[src/rtl/ysyx_23060061_alu_arb_if.sv]
// Bus bundle between two requesters, the shared ALU and the arbiter.
// The master side owns the requesters and the ALU; the slave side is the arbiter.
interface ysyx_23060061_alu_arb_if #(
    parameter int WIDTH = 32
);
    logic             req0_valid;
    logic             req0_ready;
    logic [WIDTH-1:0] req0_a;
    logic [WIDTH-1:0] req0_b;
    logic [1:0]       req0_op;
    logic             req1_valid;
    logic             req1_ready;
    logic [WIDTH-1:0] req1_a;
    logic [WIDTH-1:0] req1_b;
    logic [1:0]       req1_op;
    logic [WIDTH-1:0] alu_a;
    logic [WIDTH-1:0] alu_b;
    logic [1:0]       alu_op;
    logic [WIDTH-1:0] alu_out;
    logic             resp0_valid;
    logic             resp0_ready;
    logic             resp1_valid;
    logic             resp1_ready;
    logic [WIDTH-1:0] resp_data;

    modport master (
        output req0_valid, req0_a, req0_b, req0_op,
        output req1_valid, req1_a, req1_b, req1_op,
        input  req0_ready, req1_ready,
        input  alu_a, alu_b, alu_op,
        output alu_out,
        input  resp0_valid, resp1_valid, resp_data,
        output resp0_ready, resp1_ready
    );

    modport slave (
        input  req0_valid, req0_a, req0_b, req0_op,
        input  req1_valid, req1_a, req1_b, req1_op,
        output req0_ready, req1_ready,
        output alu_a, alu_b, alu_op,
        input  alu_out,
        output resp0_valid, resp1_valid, resp_data,
        input  resp0_ready, resp1_ready
    );
endinterface

[src/rtl/ysyx_23060061_alu_arb.sv]
// Two-requester arbiter in front of a shared combinational ALU (IDLE -> EXEC -> RESP).
// Define YSYX_23060061_ALU_ARB_RR_EN for round-robin grant; default is fixed priority (req0 wins).
//
// Handshake: a request transfers on a rising edge where reqN_valid && reqN_ready; a
// response transfers on a rising edge where respN_valid && respN_ready. Valid never
// depends combinationally on the matching ready.
module ysyx_23060061_alu_arb #(
    parameter int WIDTH = 32
) (
    input  logic                      clk,
    input  logic                      rst,
    ysyx_23060061_alu_arb_if.slave    bus_io,
    output logic [1:0]                state_o
);
    localparam logic [1:0] S_IDLE = 2'd0;
    localparam logic [1:0] S_EXEC = 2'd1;
    localparam logic [1:0] S_RESP = 2'd2;

    logic [1:0]       state_q, state_d;
    logic             grant_q;
    logic [WIDTH-1:0] alu_a_q, alu_b_q, resp_data_q;
    logic [1:0]       alu_op_q;
    logic             any_valid;
    logic             sel;
    logic             accept;
    logic             resp_fire;

    assign any_valid = bus_io.req0_valid | bus_io.req1_valid;
    assign accept    = (state_q == S_IDLE) && any_valid;
    assign resp_fire = (state_q == S_RESP) &&
                       (grant_q ? bus_io.resp1_ready : bus_io.resp0_ready);

`ifdef YSYX_23060061_ALU_ARB_RR_EN
    // prio_q names the requester that wins a tie; it flips away from each winner.
    logic prio_q;

    always_comb begin
        if (bus_io.req0_valid && bus_io.req1_valid) begin
            sel = prio_q;
        end else begin
            sel = bus_io.req1_valid;
        end
    end

    always_ff @(posedge clk or posedge rst) begin
        if (rst) begin
            prio_q <= 1'b0;
        end else if (accept) begin
            prio_q <= ~sel;
        end
    end
`else
    assign sel = ~bus_io.req0_valid;
`endif

    always_comb begin
        state_d = state_q;
        case (state_q)
            S_IDLE:  if (any_valid) state_d = S_EXEC;
            S_EXEC:  state_d = S_RESP;
            S_RESP:  if (resp_fire) state_d = S_IDLE;
            default: state_d = S_IDLE;
        endcase
    end

    always_ff @(posedge clk or posedge rst) begin
        if (rst) begin
            state_q <= S_IDLE;
        end else begin
            state_q <= state_d;
        end
    end

    always_ff @(posedge clk or posedge rst) begin
        if (rst) begin
            grant_q     <= 1'b0;
            alu_a_q     <= '0;
            alu_b_q     <= '0;
            alu_op_q    <= 2'b00;
            resp_data_q <= '0;
        end else begin
            if (accept) begin
                grant_q  <= sel;
                alu_a_q  <= sel ? bus_io.req1_a  : bus_io.req0_a;
                alu_b_q  <= sel ? bus_io.req1_b  : bus_io.req0_b;
                alu_op_q <= sel ? bus_io.req1_op : bus_io.req0_op;
            end
            if (state_q == S_EXEC) begin
                resp_data_q <= bus_io.alu_out;
            end
        end
    end

    assign bus_io.req0_ready  = (state_q == S_IDLE) && !sel && bus_io.req0_valid;
    assign bus_io.req1_ready  = (state_q == S_IDLE) &&  sel && bus_io.req1_valid;
    assign bus_io.resp0_valid = (state_q == S_RESP) && !grant_q;
    assign bus_io.resp1_valid = (state_q == S_RESP) &&  grant_q;
    assign bus_io.alu_a       = alu_a_q;
    assign bus_io.alu_b       = alu_b_q;
    assign bus_io.alu_op      = alu_op_q;
    assign bus_io.resp_data   = resp_data_q;
    assign state_o            = state_q;
endmodule

[src/flat_wrapper.sv]
// flat-port wrapper written by rule: the top's interface ports become plain ports
module ysyx_23060061_alu_arb_flat 
#(
    parameter int WIDTH = 32
)
  (clk, rst, state_o, bus_io_req0_valid, bus_io_req0_a, bus_io_req0_b, bus_io_req0_op, bus_io_req1_valid, bus_io_req1_a, bus_io_req1_b, bus_io_req1_op, bus_io_req0_ready, bus_io_req1_ready, bus_io_alu_a, bus_io_alu_b, bus_io_alu_op, bus_io_alu_out, bus_io_resp0_valid, bus_io_resp1_valid, bus_io_resp_data, bus_io_resp0_ready, bus_io_resp1_ready);
  ysyx_23060061_alu_arb_if #(.WIDTH(WIDTH)) bus_io_i ();
  input  logic clk;
  input  logic rst;
  output logic [1:0] state_o;
  input wire logic [$bits(bus_io_i.req0_valid)-1:0] bus_io_req0_valid;
  input wire logic [$bits(bus_io_i.req0_a)-1:0] bus_io_req0_a;
  input wire logic [$bits(bus_io_i.req0_b)-1:0] bus_io_req0_b;
  input wire logic [$bits(bus_io_i.req0_op)-1:0] bus_io_req0_op;
  input wire logic [$bits(bus_io_i.req1_valid)-1:0] bus_io_req1_valid;
  input wire logic [$bits(bus_io_i.req1_a)-1:0] bus_io_req1_a;
  input wire logic [$bits(bus_io_i.req1_b)-1:0] bus_io_req1_b;
  input wire logic [$bits(bus_io_i.req1_op)-1:0] bus_io_req1_op;
  output wire logic [$bits(bus_io_i.req0_ready)-1:0] bus_io_req0_ready;
  output wire logic [$bits(bus_io_i.req1_ready)-1:0] bus_io_req1_ready;
  output wire logic [$bits(bus_io_i.alu_a)-1:0] bus_io_alu_a;
  output wire logic [$bits(bus_io_i.alu_b)-1:0] bus_io_alu_b;
  output wire logic [$bits(bus_io_i.alu_op)-1:0] bus_io_alu_op;
  input wire logic [$bits(bus_io_i.alu_out)-1:0] bus_io_alu_out;
  output wire logic [$bits(bus_io_i.resp0_valid)-1:0] bus_io_resp0_valid;
  output wire logic [$bits(bus_io_i.resp1_valid)-1:0] bus_io_resp1_valid;
  output wire logic [$bits(bus_io_i.resp_data)-1:0] bus_io_resp_data;
  input wire logic [$bits(bus_io_i.resp0_ready)-1:0] bus_io_resp0_ready;
  input wire logic [$bits(bus_io_i.resp1_ready)-1:0] bus_io_resp1_ready;
  assign bus_io_i.req0_valid = bus_io_req0_valid;
  assign bus_io_i.req0_a = bus_io_req0_a;
  assign bus_io_i.req0_b = bus_io_req0_b;
  assign bus_io_i.req0_op = bus_io_req0_op;
  assign bus_io_i.req1_valid = bus_io_req1_valid;
  assign bus_io_i.req1_a = bus_io_req1_a;
  assign bus_io_i.req1_b = bus_io_req1_b;
  assign bus_io_i.req1_op = bus_io_req1_op;
  assign bus_io_req0_ready = bus_io_i.req0_ready;
  assign bus_io_req1_ready = bus_io_i.req1_ready;
  assign bus_io_alu_a = bus_io_i.alu_a;
  assign bus_io_alu_b = bus_io_i.alu_b;
  assign bus_io_alu_op = bus_io_i.alu_op;
  assign bus_io_i.alu_out = bus_io_alu_out;
  assign bus_io_resp0_valid = bus_io_i.resp0_valid;
  assign bus_io_resp1_valid = bus_io_i.resp1_valid;
  assign bus_io_resp_data = bus_io_i.resp_data;
  assign bus_io_i.resp0_ready = bus_io_resp0_ready;
  assign bus_io_i.resp1_ready = bus_io_resp1_ready;
  ysyx_23060061_alu_arb #(.WIDTH(WIDTH)) u_core (.clk(clk), .rst(rst), .bus_io(bus_io_i), .state_o(state_o));
endmodule
[config.mk]
export PLATFORM = sky130hd
export DESIGN_NAME = ysyx_23060061_alu_arb_flat
export DESIGN_NICKNAME = d
export VERILOG_FILES = /design/src/rtl/ysyx_23060061_alu_arb_if.sv /design/src/rtl/ysyx_23060061_alu_arb.sv /design/src/flat_wrapper.sv
export SDC_FILE = /design/constraint.sdc
export NUM_CORES = 1
export LEC_CHECK = 0
export ABC_AREA = 1
export ABC_CLOCK_PERIOD_IN_PS = 4500
export CAP_MARGIN = 5
export CORE_ASPECT_RATIO = 0.9
export CORE_MARGIN = 3
export CORE_UTILIZATION = 38
export CTS_CLUSTER_DIAMETER = 60
export DETAILED_ROUTE_END_ITERATION = 10
export PLACE_DENSITY_LB_ADDON = 0.1
export SETUP_SLACK_MARGIN = 0.02
export SLEW_MARGIN = 10
export SYNTH_ARGS = -nofsm -noshare
export SYNTH_HDL_FRONTEND = slang
export SYNTH_SLANG_ARGS = --single-unit
[constraint.sdc]
create_clock -name clk -period 4.5 [get_ports clk]
set_input_delay 1.35 -clock clk [delete_from_list [all_inputs] [get_ports clk]]
set_output_delay 1.35 -clock clk [all_outputs]
set_load 0.02 [all_outputs]
# Word level (Yosys, flattened, before mapping)
# Cells that the tools add are included.
[totals] input_bits=170 wordCells=30 out_inout_bits=104 reg_bits=101
[classes] n_reduce_logical=11 n_eq_ne=4 mux=7 n_bitwise=2
[ops] cell="32-bit 2-to-1 mux" count=2
[ops] cell="1-bit logical AND" count=8
[ops] cell="2-bit 2-to-1 mux" count=3
[ops] cell="2-bit one-hot mux with 3 select lines" count=1
[ops] cell="2-bit by 1-bit inequality test with 1-bit output (second input constant)" count=2
[ops] cell="2-bit by 1-bit equality test with 1-bit output (second input constant)" count=1
[ops] cell="2-bit equality test (second input constant)" count=1
[ops] cell="2-bit zero test" count=1
[ops] cell="2-bit AND reduction" count=1
[ops] cell="1-bit zero test" count=1
[ops] cell="1-bit 2-to-1 mux" count=1
[ops] cell="1-bit inverter" count=1
[ops] cell="1-bit OR" count=1

# Longest topological paths before layout
# Gate-level depths: netlist of the first run.
[depth] word_depth=4 mapped_depth=8 ltp_nobuf=5

# Least setup slack after synthesis of the first run
# Ideal clock, no wire load.
[synth_path] path_type="input -> output" from="input port bus_io_req0_valid" to="output port bus_io_req1_ready" n_path_buf=1 t_arrival_ns=1.961 slack_ns=1.189 stages=4 cell_sequence="inv_2 -> clkbuf_1 -> nand3_1 -> inv_1"
[synth_between] elab_chain_len=3
[synth_rtl] element="start, declared" line="flat_wrapper.sv:11" text="input wire logic [$bits(bus_io_i.req0_valid)-1:0] bus_io_req0_valid;"
[synth_rtl] element="1-bit inverter" line="ysyx_23060061_alu_arb.sv:53" text="assign sel = ~bus_io.req0_valid;"
[synth_rtl] element="1-bit logical AND (2 in series)" line="ysyx_23060061_alu_arb.sv:95" text="assign bus_io.req1_ready = (state_q == S_IDLE) && sel && bus_io.req1_valid;"
[synth_rtl] element="end, declared" line="flat_wrapper.sv:20" text="output wire logic [$bits(bus_io_i.req1_ready)-1:0] bus_io_req1_ready;"
# No other way between the ends.

# Worst setup path after layout of the first run
[layout_path] from="input port bus_io_req1_valid" to="output port bus_io_req1_ready"
[layout_between] elab_chain_len=1
[layout_rtl] element="start, declared" line="flat_wrapper.sv:15" text="input wire logic [$bits(bus_io_i.req1_valid)-1:0] bus_io_req1_valid;"
[layout_rtl] element="1-bit logical AND" line="ysyx_23060061_alu_arb.sv:95"
# No other way between the ends.

==> results of run 1 <==
cells in the final DEF, fill, tap and decap left out, drive strengths merged:
cell / count
inv: 8
clkdlybuf4s50: 272
nand2: 469
dfrtp: 101
clkbuf: 9
clkinv: 1
nor2: 7
buf: 7
nand3: 34
bufinv: 2
how the worst min path moves through the flow:
| stage | from | to | slack, ns | depth (start not counted) |
|---|---|---|---|---|
| 6_report | u_core.bus_io.resp_data[6] | u_core.bus_io.resp_data[6] | 0.47 | 2 |
| 5_1_grt | u_core.bus_io.resp_data[10] | u_core.bus_io.resp_data[10] | 0.49 | 2 |
| 4_1_cts | u_core.bus_io.resp_data[6] | u_core.bus_io.resp_data[6] | 0.47 | 2 |
| 3_5_place_dp | u_core.bus_io.resp_data[6] | u_core.bus_io.resp_data[6] | 0.46 | 2 |
| 3_3_place_gp | u_core.bus_io.resp_data[21] | u_core.bus_io.resp_data[21] | 0.45 | 2 |
| 2_1_floorplan | u_core.grant_q | u_core.grant_q | 0.49 | 2 |
metal layers:
metal  global-route usage [%]  vias to the layer above  wire length (um)
met4                     6.42                        0               321
met5                        0                        -                 0
met2                     37.6                      201              7560
met3                     7.21                       21              1370
li1                         -                     2471                 -
met1                     24.9                     2254              5870
layout make-up:
type	instances	share of cell area (%)
multi-input combinational	510	25.2
tap	156	2.50
sequential	101	32.4
inverter	8	0.417
timing repair buffer	279	35.7
clock inverter	3	0.834
clock buffer	9	2.89
power by group through the flow:
stage / combinational [mW] / sequential [mW] / clock (mW)
after global placement: 2.58 / 1.59 / 0
after detailed placement: 2.63 / 1.61 / 0
after CTS: 2.64 / 1.60 / 0.805
after global routing: 2.81 / 1.65 / 0.852
after floorplan: 0.842 / 2.10 / 0
final: 2.60 / 1.60 / 0.787
cell families (layout without fill, tap and decap cells):
family / count (synthesis) / in the layout / synth area share [%]
simple gates: 510 / 510 / 41.7
flops: 101 / 101 / 53.8
buf+inv: 46 / 299 / 4.55
registers in the layout, summed over array words and instances, names as in the netlist:
name                     cells
u_core.bus_io.alu_a         32
u_core.bus_io.alu_b         32
u_core.bus_io.resp_data     32
u_core.bus_io.alu_op         2
u_core.state_o               2
u_core.grant_q               1
worst reg2reg max path: stages (launching register included):
cell and delay (ns):
dfrtp_1 0.72, buf_4 0.36, nand2_1 0.67, nand2_1 0.27, nand2_1 0.09
stage by stage:
step           instance area, sq um  cells  worst slack (ns)  hold slack [ns]
6_report                       7800   1066             0.492            0.467
5_1_grt                        7800   1066             0.426            0.491
4_1_cts                        7800   1066             0.509            0.473
3_5_place_dp                   7510   1054             0.517            0.457
3_3_place_gp                   7510   1054             0.520            0.454
2_1_floorplan                  4700    657             0.503            0.486
==> impl_metrics.toml, run 1 <==
[status]
outcome = "complete, no violations"

[die]
start_util_pct = 40.0
num_rows = 37
die_area_sq_um = 13700
io_pins = 274
core_area_sq_um = 11800
die_y_um = 112
die_w_um = 123

[synth]
yosysMostFrequentCell = "nand2_1"
netlist_top_cells_count = "nand2_1, dfrtp_1, nand3_1, clkbuf_1, buf_2"
synth_area_leaders = "dfrtp_1, nand2_1, nand3_1"
ys_ff_latch = 101
synth.cell_area_sq_um = 4700
yosysSeqAreaShare_pct = 53.8
ys_async_sr_fraction_pct = 100
avgSynthCellArea_sq_um = 7.15
ys.flop_type = "dfrtp_1"
yosysUniqueCellTypes = 10
synth_top_area_share_pct = 53.8
yosys_warnings = 0
yosysTopAreaCell = "dfrtp_1"
syn-instance-count = 657
synthesis.nets = 827
synth_edf_count = 0

[critical_path]
crit_path_frequent_cell = "clkdlybuf4s50_1"
crit_start = "bus_io_req1_valid"
crit_arrival_ns = 2.66
worst-setup-path-type = "in -> out"
r2r-end = "u_core.bus_io.resp_data[7]"
cp_num_cells = 4
cp.required_ns = 3.15
cp_slowest_stage_delay_ns = 0.59
r2r-start = "u_core.state_o[0]"
critPathMaxFanout = 3
path_cells = "clkdlybuf4s50_1 > nand3_1 > inv_1 > clkdlybuf4s50_1"
cpMaxStageDelayCell = "clkdlybuf4s50_1"
setup.worst_path.start_class = "input pin"
worstRegToRegCells = 4
crit_end = "bus_io_req1_ready"
cp_num_buf_inv = 3
regToRegSetupSlack_ns = 2.27
critPathTopFamily = "buffers and inverters"
endpoint_kind = "output port"

[clock_tree]
cts_resized = 0
numCtsBuffers = 9
root_buffer = "clkbuf_16"
cts_setup_buffers = 0
cts_hold_buf = 0
clkSinkCount = 101
clock_latency_ns = 0.33
cts.reportedPaths.clkPinSlew_ns = 0.06
clk_path_buf_depth = 2
htreeDepth = 3
cts_tree = "built"

[timing]
min_period_ns = 4.01
period_share_pct = 89.1
max_freq_ghz = 0.250
hold_violations = 0
setup_viol = 0
worstMarginPinSlew_ns = 1.06
drv_slew = 0
setup-tns-final_ns = 0
rsz0062_at_grt = "false"
fin_skew_ns = 0.00814
slew_headroom_pct = 29.5

[drt]
postRouteAntennaNets = 0
dr.pass1.iters = 4
wl_um = 15100
routedWlPerCell_um = 14.2
detail_route.vias_per_cell = 4.64
drc_errors = 0
drt_iter0_drc = 261
via_count = 4947

[global_route]
grtUsageTotal_pct = 21.5
grt_pass1_wl_um = 23400
antenna_found_initial = 0
overflow = 0
first_global_vias = 4759
grt_max_degree = 68

[power_and_ir_drop]
p_leak_nw = 3.98
p_per_area_nw_per_um2 = 640
comb_power_share_pct = 52.1
p_int_mw = 2.95
seqPwrFrac_pct = 32.1
finalPower_mw = 4.99
peakVddDrop_v = 0.000256
switching_share_pct = 40.8
p_switching_mw = 2.03
clock_power_share_pct = 15.8

[min_path]
hp-class = "reg -> reg"

[finish]
diodes = 0
utilization_pct = 66.3
n_fill_cell = 1002
seq_area_sq_um = 2530
syn2layout_area_growth_pct = 65.9
multi_input_area_sq_um = 1970
layout-drive-gt1-share_pct = 2.64
nets = 1079

[flow_run]
cap_violations = 0

[place]
gp_congestion = 0.807
dp_hpwl_um = 11200
numPortBuffers = 273
Power figures use the tool's default switching activity.
==> inputs of run 2 (changes only) <==
Settings changed: PLACE_DENSITY set to 0.83, PLACE_DENSITY_LB_ADDON 0.1 to not set.
==> run 2 against run 1 <==
Die area unchanged. Clock skew down 0.0035 ns. Maximum frequency up 0.67%. Critical path type unchanged.
==> impl_metrics.toml, run 2 (synthesized netlist as in run 1, its figures left out) <==
[place]
dpl-instance-area_sq_um = 7540
numPortBuffers = 273
gp_congestion = 0.775
dp_hpwl_um = 11500

[critical_path]
setup.worst_path.start_class = "input pin"
r2r-end = "u_core.bus_io.resp_data[28]"
crit_arrival_ns = 2.63
r2r-start = "u_core.state_o[1]"
regToRegSetupSlack_ns = 2.51
critPathMaxFanout = 3
worst-setup-path-type = "in -> out"
crit_start = "bus_io_req1_valid"
worstRegToRegCells = 5
endpoint_kind = "output port"
cp.required_ns = 3.15

[min_path]
timing.hold.worst_path_depth = 2
hold_start = "u_core.bus_io.resp_data[13]"
hold-path-endpoint = "u_core.bus_io.resp_data[13]"
hp-class = "reg -> reg"

[timing]
setup-tns-final_ns = 0
slew_headroom_pct = 29.5
hold_violations = 0
drv_slew = 0
min_period_ns = 3.98
max_freq_ghz = 0.251
rsz0062_at_grt = "false"
worstMarginPinSlew_ns = 1.05
setup_viol = 0
period_share_pct = 88.5
fin_skew_ns = 0.00466

[drt]
dr.pass1.iters = 4
postRouteAntennaNets = 0
via_count = 4936
drt_iter0_drc = 247
drc_errors = 0
routedWlPerCell_um = 14.6
detail_route.vias_per_cell = 4.61
wl_um = 15600

[clock_tree]
root_buffer = "clkbuf_16"
cts.reportedPaths.clkPinSlew_ns = 0.07
cts_setup_buffers = 0
clkSinkCount = 101
clk_path_buf_depth = 2
clock_latency_ns = 0.34
htreeDepth = 3
cts_resized = 0
cts_hold_buf = 0
numCtsBuffers = 9
cts_tree = "built"

[global_route]
grt_max_degree = 68
grtUsageTotal_pct = 22.5
grt_pass1_wl_um = 24500
antenna_found_initial = 0
first_global_vias = 4841
overflow = 0

[die]
core_area_sq_um = 11800
die_y_um = 112
num_rows = 37
die_w_um = 123
io_pins = 274
start_util_pct = 40.0
die_area_sq_um = 13700

[power_and_ir_drop]
finalPower_mw = 5.01
p_per_area_nw_per_um2 = 639
p_leak_nw = 3.99
peakVddDrop_v = 0.000293

[finish]
nets = 1080
diodes = 0
layout_common_cells = "nand2_1, clkdlybuf4s50_1, dfrtp_1, nand3_1, clkbuf_16"
final_cell_area_sq_um = 7830
layout_commonest_cell = "nand2_1"
n_fill_cell = 983
layout-drive-gt1-share_pct = 3.06
syn2layout_area_growth_pct = 66.6

[status]
outcome = "complete, no violations"

[flow_run]
cap_violations = 0
[run 2: cell count changes in the layout (fill, tap and decap cells not counted)]
cell / change
buf_12: +2
buf_4: -1
bufinv_16: -1
clkinv_2: +1
clkinv_4: +2
clkinvlp_4: +1
[run 2: worst max-delay path: stages]
cell and delay (ns):
clkdlybuf4s50_1 0.50, nand3_1 0.11, inv_1 0.08, clkdlybuf4s50_1 0.59
[run 2: per-stage QoR]
stage / utilization (%) / setup WS [ns] / std cells / hold WS (ns)
detailed placement: 64.1 / 0.517 / 1055 / 0.458
CTS: 66.6 / 0.514 / 1070 / 0.474
global route: 66.6 / 0.412 / 1070 / 0.491
floorplan: - / 0.503 / 657 / 0.486
finish: 66.6 / 0.519 / 1070 / 0.471
global placement: 64.1 / 0.533 / 1055 / 0.453
[run 2: area by class of cell]
type	count	area [sq um]	area share (%)
Timing Repair Buffer	280	2820	36.0
Sequential cell	101	2530	32.3
Multi-Input combinational cell	510	1970	25.1
Clock buffer	9	225	2.88
Tap cell	156	195	2.49
Clock inverter	6	65.1	0.831
Inverter	8	32.5	0.415
[run 2: per-layer routing]
metal | wire length, um | share of wire (%) | global-route usage [%]
met3 | 1930 | 12 | 10.2
met2 | 7360 | 47 | 37.1
met5 | 0 | 0 | 0
met1 | 6040 | 39 | 26.7
met4 | 251 | 1.6 | 5.39
[run 2: power by group]
| part | internal, mW | leakage (nW) | switching (mW) |
|---|---|---|---|
| clock network | 0.428 | 0.141 | 0.338 |
| registers | 1.34 | 1.25 | 0.260 |
| logic | 1.16 | 2.59 | 1.48 |
[run 2: how the worst max path moves through the flow]
stage | to | cells past startpoint | slack, ns
floorplan | u_core.bus_io.alu_a[0] | 1 | 0.50
global placement | bus_io_req1_ready | 4 | 0.53
detailed placement | bus_io_req1_ready | 4 | 0.52
CTS | bus_io_req1_ready | 4 | 0.51
global route | bus_io_req1_ready | 4 | 0.41
finish | bus_io_req1_ready | 4 | 0.52
==> inputs of run 3 (changes only) <==
Settings changed: CTS_CLUSTER_DIAMETER 60 to not set, REMOVE_ABC_BUFFERS set to 1.
==> run 3 against run 2 <==
Flip-flop and latch count did not move. Cell area rose by 0.43%. Clock power up 14%. Clock-buffer cell count increased by 1. Cell count hardly changed. Utilization grew 0.29 points. Register-to-register slack worse by 0.15 ns. Maximum frequency fell by 0.38%. Total power increased by 1.3%. Sequential power is essentially flat. Non-clock buffer count did not move.
==> impl_metrics.toml, run 3 (synthesized netlist as in run 1, its figures left out) <==
[critical_path]
crit_start = "bus_io_req1_valid"
path_cells = "clkdlybuf4s50_1 > nand3_1 > inv_1 > clkdlybuf4s50_1"
setup.worst_path.start_class = "input pin"
cp_slowest_stage_delay_ns = 0.60
worst-setup-path-type = "in -> out"
critPathMaxFanout = 3
crit_arrival_ns = 2.65
r2r-start = "u_core.state_o[0]"
cp.required_ns = 3.15
cpMaxStageDelayCell = "clkdlybuf4s50_1"
cp_num_buf_inv = 3
crit_path_frequent_cell = "clkdlybuf4s50_1"
critPathTopFamily = "buffers and inverters"
endpoint_kind = "output port"

[clock_tree]
root_buffer = "clkbuf_16"
clock_latency_ns = 0.33
cts_hold_buf = 0
cts_resized = 0
cts_tree = "built"
clk_path_buf_depth = 2
numCtsBuffers = 9
cts.reportedPaths.clkPinSlew_ns = 0.07
htreeDepth = 3
cts_setup_buffers = 0
clkSinkCount = 101

[timing]
holdWs_ns = 0.472
rsz0062_at_grt = "false"
slew_headroom_pct = 26.1
min_period_ns = 4.00
worstMarginPinSlew_ns = 1.11
drv_slew = 0
setup-tns-final_ns = 0
hold_violations = 0
period_share_pct = 88.8
max_freq_ghz = 0.250
fin_skew_ns = 0.00335
setup_viol = 0

[flow_run]
cap_violations = 0

[place]
numPortBuffers = 273
gp_congestion = 0.819
dp_hpwl_um = 10900

[finish]
layout_common_cells = "nand2_1, clkdlybuf4s50_1, dfrtp_1, nand3_1, clkbuf_16"
layout-drive-gt1-share_pct = 2.96
syn2layout_area_growth_pct = 67.3
diodes = 0
nets = 1080
layout_commonest_cell = "nand2_1"

[global_route]
antenna_found_initial = 0
grt_pass1_wl_um = 23100
grtUsageTotal_pct = 21.1
first_global_vias = 4530
overflow = 0
grt_max_degree = 67

[power_and_ir_drop]
p_leak_nw = 4.00
peakVddDrop_v = 0.000307
p_per_area_nw_per_um2 = 645

[die]
core_area_sq_um = 11800
die_y_um = 112
num_rows = 37
die_w_um = 123
die_area_sq_um = 13700
start_util_pct = 40.0
io_pins = 274

[drt]
postRouteAntennaNets = 0
dr.pass1.iters = 4
drt_iter0_drc = 250
drc_errors = 0
detail_route.vias_per_cell = 4.55
wl_um = 14900
routedWlPerCell_um = 13.9
via_count = 4860

[min_path]
hp-class = "reg -> reg"
hold_start = "u_core.bus_io.resp_data[27]"

[status]
outcome = "complete, no violations"
run 3: cell types whose count changed in the layout (fill, tap and decap cells not counted):
cell       previous run  this run
bufinv_16             1         3
clkinv_2              2         0
clkinv_4              2         0
buf_12                3         2
buf_4                 4         5
clkbuf_8              0         1
run 3: path summary, 6_finish.rpt:
path                                          endpoint  slack [ns]  cells after the start
max in group asynchronous      u_core.bus_io.alu_a[10]        2.32                      3
setup reg to reg           u_core.bus_io.resp_data[10]        2.36                      4
hold / removal             u_core.bus_io.resp_data[27]        0.47                      2
setup / recovery                     bus_io_req1_ready        0.50                      4
min in group asynchronous  u_core.bus_io.resp_data[19]        1.49                      2
hold reg to reg            u_core.bus_io.resp_data[27]        0.47                      2
run 3: final cells by class:
cell class / count / area, sq um
fillers: 1007 / 3890
repair buffers: 280 / 2810
flip-flops and latches: 101 / 2530
multi-input cells: 510 / 1970
clock buffers: 10 / 239
well taps: 156 / 195
clock inverters: 4 / 97.6
inverters: 8 / 32.5
run 3: metrics by stage:
stage                     cell area (sq um)  utilization [%]  cells  power, mW  setup WS, ns
final                                  7860             66.9   1069       5.07         0.504
after global routing                   7860             66.9   1069       5.40         0.435
after CTS                              7860             66.9   1069       5.13         0.493
after detailed placement               7530             64.0   1055       4.24         0.499
after global placement                 7530             64.0   1055       4.19         0.515
after floorplan                        4520                -    619       2.86         0.503
run 3: power breakdown:
part	total, mW	internal [mW]	switching [mW]
Sequential	1.59	1.34	0.247
Clock	0.875	0.553	0.322
Combinational	2.61	1.15	1.46
run 3: tightest hold or removal path: cells and delay by family, from the launching register on:
kind             cells  cell delay, ns
DFF                  1            0.34
and+or+nand+nor      2            0.10
run 3: per-layer routing:
layer	global-route usage (%)	share of wire [%]
met1	25.3	39
met5	0	0
met4	5.46	1.8
met3	5.03	7.3
met2	37.6	51
